--- src/rtl/sisc_ctrl_mc.sv ---
// sisc_ctrl_mc: multi-cycle control FSM for the SISC datapath.
//
// The state sequence is START0 -> START1 -> FETCH -> DECODE -> EXECUTE -> MEM
// -> WRITEBACK -> FETCH. HALT is terminal until reset.
// Instruction fetch and data LOD/STR use a request/acknowledge handshake with
// wait states. A bounded wait counter sends the FSM to HALT with bus_err set
// when the memory fails to acknowledge in time.
//
// Ports:
//   clk      - system clock, posedge active
//   rst_f    - asynchronous active-low reset
//   opcode   - instruction opcode field (sampled, not latched)
//   mm       - instruction mode / condition mask
//   stat     - status register output
//   mem_ack  - memory completes the outstanding request this cycle
//   rf_we    - register file write enable
//   alu_op   - bit1 = do not save status, bit0 = use immediate
//   wb_sel   - 0 = alu_result, 1 = memory read data
//   br_sel   - 1 = absolute branch target, 0 = relative
//   rb_sel   - 1 = read RD on the RB port (store data)
//   ir_load  - IR captures memory data
//   pc_sel   - 1 = branch target, 0 = PC+1
//   pc_write - PC update enable
//   pc_rst   - PC reset
//   mem_req  - memory access request
//   mem_we   - memory write, qualified by mem_req
//   mm_sel   - 0 = PC drives the address, 1 = alu_result drives it
//   halted   - FSM is in HALT
//   bus_err  - HALT was entered through a memory timeout
module sisc_ctrl_mc #(
  parameter int OP_W     = 4,
  parameter int CC_W     = 4,
  parameter int IMM_MODE = 8,
  parameter int TIMEOUT  = 15
) (
  input  logic            clk,
  input  logic            rst_f,
  input  logic [OP_W-1:0] opcode,
  input  logic [CC_W-1:0] mm,
  input  logic [CC_W-1:0] stat,
  input  logic            mem_ack,
  output logic            rf_we,
  output logic [1:0]      alu_op,
  output logic            wb_sel,
  output logic            br_sel,
  output logic            rb_sel,
  output logic            ir_load,
  output logic            pc_sel,
  output logic            pc_write,
  output logic            pc_rst,
  output logic            mem_req,
  output logic            mem_we,
  output logic            mm_sel,
  output logic            halted,
  output logic            bus_err
);

  localparam logic [2:0] S_START0    = 3'd0;
  localparam logic [2:0] S_START1    = 3'd1;
  localparam logic [2:0] S_FETCH     = 3'd2;
  localparam logic [2:0] S_DECODE    = 3'd3;
  localparam logic [2:0] S_EXECUTE   = 3'd4;
  localparam logic [2:0] S_MEM       = 3'd5;
  localparam logic [2:0] S_WRITEBACK = 3'd6;
  localparam logic [2:0] S_HALT      = 3'd7;

  // A zero TIMEOUT still needs a 1-bit counter to keep the logic legal.
  localparam int CNT_W = (TIMEOUT > 0) ? $clog2(TIMEOUT + 1) : 1;

  logic [2:0]       state_reg, state_next;
  logic [CNT_W-1:0] wait_cnt_reg, wait_cnt_next;
  logic             bus_err_reg;
  logic             set_err;

  // Opcode decode
  logic is_lod, is_str, is_alu, is_hlt, is_br, br_abs, br_inv;
  logic use_imm, hit, taken, timeout;

  assign is_lod  = (opcode == OP_W'(1));
  assign is_str  = (opcode == OP_W'(2));
  assign is_alu  = (opcode == OP_W'(8));
  assign is_hlt  = (opcode == '1);
  assign is_br   = (opcode == OP_W'(4)) || (opcode == OP_W'(5)) ||
                   (opcode == OP_W'(6)) || (opcode == OP_W'(7));
  assign br_abs  = (opcode == OP_W'(4)) || (opcode == OP_W'(6));
  // BNE/BNR branch on the absence of a condition hit.
  assign br_inv  = (opcode == OP_W'(6)) || (opcode == OP_W'(7));
  assign use_imm = (mm == CC_W'(IMM_MODE));
  assign hit     = |(mm & stat);
  assign taken   = (mm == '0) || (hit ^ br_inv);
  // An ack in the last allowed cycle wins over the timeout.
  assign timeout = (TIMEOUT > 0) && (wait_cnt_reg == CNT_W'(TIMEOUT)) && !mem_ack;

  always_comb begin
    rf_we      = 1'b0;
    alu_op     = 2'b10;
    wb_sel     = 1'b0;
    br_sel     = 1'b0;
    rb_sel     = 1'b0;
    ir_load    = 1'b0;
    pc_sel     = 1'b0;
    pc_write   = 1'b0;
    pc_rst     = 1'b0;
    mem_req    = 1'b0;
    mem_we     = 1'b0;
    mm_sel     = 1'b0;
    halted     = 1'b0;
    set_err    = 1'b0;
    state_next = state_reg;
    case (state_reg)
      S_START0: begin
        pc_rst     = 1'b1;
        state_next = S_START1;
      end
      S_START1: begin
        pc_rst     = 1'b1;
        state_next = S_FETCH;
      end
      S_FETCH: begin
        mem_req = 1'b1;
        if (mem_ack) begin
          ir_load    = 1'b1;
          pc_write   = 1'b1;
          state_next = S_DECODE;
        end else if (timeout) begin
          set_err    = 1'b1;
          state_next = S_HALT;
        end
      end
      S_DECODE: begin
        if (is_hlt) begin
          state_next = S_HALT;
        end else begin
          state_next = S_EXECUTE;
          if (is_br) begin
            br_sel = br_abs;
            if (taken) begin
              pc_sel   = 1'b1;
              pc_write = 1'b1;
            end
          end
        end
      end
      S_EXECUTE: begin
        state_next = S_MEM;
        if (is_alu) begin
          alu_op = {1'b0, use_imm};
        end else if (is_lod || is_str) begin
          alu_op = 2'b11;
          rb_sel = is_str;
        end
      end
      S_MEM: begin
        state_next = S_WRITEBACK;
        if (is_alu) begin
          alu_op = {1'b1, use_imm};
        end else if (is_lod || is_str) begin
          alu_op  = 2'b11;
          mem_req = 1'b1;
          mm_sel  = 1'b1;
          mem_we  = is_str;
          rb_sel  = is_str;
          if (mem_ack) begin
            state_next = S_WRITEBACK;
          end else if (timeout) begin
            set_err    = 1'b1;
            state_next = S_HALT;
          end else begin
            state_next = S_MEM;
          end
        end
      end
      S_WRITEBACK: begin
        state_next = S_FETCH;
        if (is_alu) begin
          rf_we = 1'b1;
        end else if (is_lod) begin
          rf_we  = 1'b1;
          wb_sel = 1'b1;
          alu_op = 2'b11;
        end
      end
      S_HALT: begin
        halted = 1'b1;
      end
      default: begin
        state_next = S_START0;
      end
    endcase
  end

  // Any state change restarts the count, so every FETCH/MEM entry sees zero.
  always_comb begin
    wait_cnt_next = wait_cnt_reg;
    if (state_next != state_reg) begin
      wait_cnt_next = '0;
    end else if (mem_req && !mem_ack) begin
      wait_cnt_next = wait_cnt_reg + CNT_W'(1);
    end
  end

  always_ff @(posedge clk or negedge rst_f) begin
    if (!rst_f) begin
      state_reg    <= S_START0;
      wait_cnt_reg <= '0;
      bus_err_reg  <= 1'b0;
    end else begin
      state_reg    <= state_next;
      wait_cnt_reg <= wait_cnt_next;
      if (set_err) begin
        bus_err_reg <= 1'b1;
      end
    end
  end

  assign bus_err = bus_err_reg;

endmodule
--- config.mk ---
export PLATFORM = sky130hd
export DESIGN_NAME = sisc_ctrl_mc
export DESIGN_NICKNAME = d
export VERILOG_FILES = /design/src/rtl/sisc_ctrl_mc.sv
export SDC_FILE = /design/constraint.sdc
export NUM_CORES = 1
export LEC_CHECK = 0
export ABC_AREA = 1
export CAP_MARGIN = 20
export CORE_UTILIZATION = 35
export DETAILED_ROUTE_END_ITERATION = 10
export GPL_TIMING_DRIVEN = 0
export HOLD_SLACK_MARGIN = 0.06
export PLACE_DENSITY = 0.73
export SLEW_MARGIN = 20
export SYNTH_ARGS = -nofsm -noshare
export SYNTH_HDL_FRONTEND = slang
export SYNTH_SLANG_ARGS = --single-unit
export TNS_END_PERCENT = 5
--- constraint.sdc ---
create_clock -name clk -period 2.4 [get_ports clk]
set_input_delay 0.48 -clock clk [delete_from_list [all_inputs] [get_ports clk]]
set_output_delay 0.48 -clock clk [all_outputs]
set_load 0.02 [all_outputs]
Word level (Yosys, flattened, before mapping) --
Index checks and enable logic that the tools add are counted.
Cells by class: $add $sub $neg 1, eq/ne operators 18, mux-type cells 46, bitwise logic cells 2, reduce and logical (&&, ||, !) cells 17
Operator list (number):
- $mux 1 | 31
- $pmux 3 s6 | 1
- $eq 4x3->1 const B | 4
- $eq 4x4->1 const B | 4
- $eq 3x3->1 const B | 4
- $mux 2 | 6
- $mux 4 | 2
- $logic_or 1x1->1 | 7
- $eq 3x2->1 const B | 2
- $mux 3 | 2
- $pmux 1 s2 | 3
- $pmux 2 s3 | 1
- $reduce_or 2->1 | 3
- $add 4x1->4 const B | 1
- $and 4x4->4 | 1
- $eq 4x1->1 const B | 1
- $eq 4x2->1 const B | 1
- $logic_not 4->1 | 1
- $reduce_or 4->1 | 1
- $eq 3x1->1 const B | 1
- $logic_not 3->1 | 1
- $ne 3x3->1 | 1
- $logic_and 1x1->1 | 2
- $reduce_bool 2->1 | 1
- 2 further kinds | 2
Word-level totals: flip-flop bits (word level) 8, input bits 15, output and inout port bits 15, logic and storage cells 87

Logic depth before layout (Yosys ltp) --
word-level depth 9, mapped depth 12, gate-level depth less buffers 11

Least setup slack after synthesis --
No wires, ideal clock.
kind input -> output, from input port opcode[2], to output port alu_op[0], data arrival time 1.452 ns, required time 1.920 ns, slack 0.468 ns, stages 3, buffers on the path 0, cell sequence nor4_1 > a21oi_1 > o21ai_0
Between the ends: cells in the longest elaborated chain, start to end 5, elaborated cells on any way between the ends 10
Ends and longest elaborated chain:
- start, declared | RTL line 38 | input logic [OP_W-1:0] opcode,
- $eq 4x1->1 or $eq 4x2->1 (tied branches) | RTL line 79, 80
- $logic_or 1x1->1 | RTL line 148, 157
- $mux 1 | RTL line 148, 157
- $mux 1 or $mux 2 (tied branches) | RTL line 155, 146
- $pmux 2 s3 (*) | RTL line 110 | case (state_reg)
- end, declared | RTL line 43 | output logic [1:0] alu_op,
Every way passes the cells marked *; elsewhere a longest branch is shown, timed or not.

Worst setup path in the final report --
Ends and elaborated chain as after synthesis.

==> results.yml <==
sta:
  setup_ws_ns: 0.02764
  report.final.slew_viol_count: 0
  fmax_ghz: 0.4215
  post-route-period-util: 0.9885
  fin_crit_ns: 2.372
  slew_headroom: 0.7689
  tightest_slew_ns: 0.3455
  hold_ws_ns: 0.4828
  final-setup-viol-count: 0
  fin_skew_ns: 0.001928
  hold_viol: 0
  setup_tns_ns: 0
  rsz0062_at_grt: "true"
place:
  place.detailed.hpwl_um: 1570
  port_buffers: 29
  dpl_cell_area_mm2: 0.001096
  place.gp.congestion: 0.8634
  place_ws_ns: -0.4900
  placed_cells: 190
final_layout:
  largest_register_ffs: 4
  syn_to_final_growth_pct: 45.71
  final_area_mm2: 0.001125
  nets: 184
  n_antenna_cell: 0
  final_cells: 193
  drive_gt1_frac: 0.1386
  fin_util: 0.5563
yosys:
  synth_top_family_by_area: "simple AND/OR/NAND/NOR gates"
  synthesis.area_um2: 772.0
  synth_compound_area_frac: 0.08428
  yosysUniqueCellTypes: 19
  synthMuxAreaShare: 0
  netlist.area_leader.share: 0.2593
  yosys.area_share.simple: 0.4635
  yosysTopAreaCell: "dfrtp_1"
  ys_seq_area_frac: 0.2593
  yosys_warnings: 0
  syn-mean-instance-area_um2: 5.761
  ys_ff_latch: 8
  synth_adder_area_share: 0.01621
  synthCells: 134
  synth_area_leaders: "dfrtp_1 (26%), nand2_1 (18%), inv_1 (14%)"
  synth-xor-area-share: 0.01135
  synth_nets: 150
min_path:
  hp-class: "reg2reg"
  min-delay-start: "bus_err"
  hold_path_end: "bus_err"
  holdPathStages: 1
power_and_ir_drop:
  powerDensity_mw_per_mm2: 248.4
  power_mw: 0.2794
  peakVddDrop_mv: 0.2287
  power_leakage_nw: 0.6639
global_route:
  grt_usage: 0.1613
  grt_overflow: 0
  grt_max_degree: 9
  antenna_found_initial: 0
  grt_pass1_wl_um: 3139
  grt_pass1_vias: 841
clocking:
  ctsHoldBuffers: 0
  cts.htree.levels: 1
  root_buffer: "clkbuf_4"
  clk_latency_ns: 0.24
  clk_path_buf_depth: 2
  path_clk_slew_ns: 0.04
  cts_sinks: 8
  cts_buffers: 3
  cts_tree: "done"
drt:
  detail-route-antenna-nets: 0
  routedWlPerCell_um: 9.466
  vias_per_cell: 4.585
  num_vias: 885
  first_pass_iters: 4
  wl_um: 1827
  drc: 0
  drtIter0Drc: 21
setup_path:
  critPathMaxFanout: 5
  required_ns: 1.92
  worstReg2RegEnd: "wait_cnt_reg[0]"
  critical_path_class: "in2out"
  reg2reg_depth: 9
  cp-end-kind: "output port"
  worstPathArrival_ns: 1.89
  reg2reg_slack_ns: 0.92
  reg2reg_from: "wait_cnt_reg[0]"
  start_kind: "primary input"
floorplanning:
  num_rows: 16
  design.die.area_mm2: 0.002398
  die_x_um: 48.97
  core_area_mm2: 0.002022
  ioPinCount: 30
  start_util: 0.3818
  fp.dieH_um: 48.97
run_status:
  outcome: "completed"
job:
  cap_violations: 0
-- worst max-delay path: stages --
cell and delay [ns]:
clkdlybuf4s50_1 0.49, nor2_1 0.18, nand2_1 0.11, nand2_2 0.13, a21oi_1 0.05, o21ai_0 0.16, clkdlybuf4s15_2 0.29
-- layer usage --
metal | track usage | wire [µm] | up-vias
met5 | 0 | 0 | -
met4 | 0.04902 | 0 | 0
met3 | 0.03427 | 76 | 0
met2 | 0.2917 | 897 | 19
met1 | 0.1885 | 854 | 394
li1 | - | - | 472
-- placed cells by master, fill, tap and decap left out, types with 3 or more instances in the layout --
master,count
clkbuf_4,3
dlymetal6s2s_1,4
dfrtp_1,8
nand3_1,10
inv_2,4
clkdlybuf4s50_1,15
o21ai_0,5
clkbuf_2,3
inv_1,28
nand2_1,38
nor2_1,20
dlygate4sd2_1,5
nand2_2,5
-- how the worst max path moves through the flow --
stage          cells past startpoint  slack, ns       from        end
6_report                           7       0.03  opcode[2]  alu_op[0]
5_1_grt                            7      -0.10  opcode[2]  alu_op[0]
4_1_cts                            6      -0.23  opcode[3]      rf_we
3_5_place_dp                       6      -0.49  opcode[3]  alu_op[0]
3_3_place_gp                       6      -0.52  opcode[3]  alu_op[0]
2_1_floorplan                      3       0.47  opcode[2]  alu_op[0]
-- power by group --
group          total (mW)  internal [mW]  switching [mW]
Clock              0.0924         0.0565          0.0358
Combinational      0.0518         0.0271          0.0247
Sequential          0.135          0.135               0
-- cells in the mapped netlist, drive strengths merged --
master / number
dfrtp: 8
nor3: 1
nor4: 2
a21oi: 4
buf: 1
nor2: 20
xor2: 1
o22ai: 2
inv: 32
nand2: 43
ha: 1
nand3b: 1
nand3: 11
nand4: 2
o21ai: 5
-- area by class of cell --
| class | instances | area [µm²] |
|---|---|---|
| multi-input cells | 93 | 459.2 |
| inverters | 32 | 120.1 |
| repair buffers | 29 | 281.5 |
| well taps | 27 | 33.78 |
| flip-flops and latches | 8 | 200.2 |
| plain buffers | 1 | 7.507 |
| fillers | 197 | 897.1 |
| clock buffers | 3 | 22.52 |
-- cells by family after synthesis --
| family | count (synthesis) |
|---|---|
| AND/OR/NAND/NOR | 80 |
| buffers and inverters | 33 |
| AO/OA/AOI/OAI | 11 |
| flip-flops | 8 |
| XOR/XNOR | 1 |
| adder cells (fa/ha/maj) | 1 |
-- what timing repair did --
action,in CTS,in global routing
buffers inserted,0,0
gates cloned,0,0
setup endpoints to repair,11,8
gates resized for setup,16,11
No activity file was read; power rests on OpenSTA's default activity.
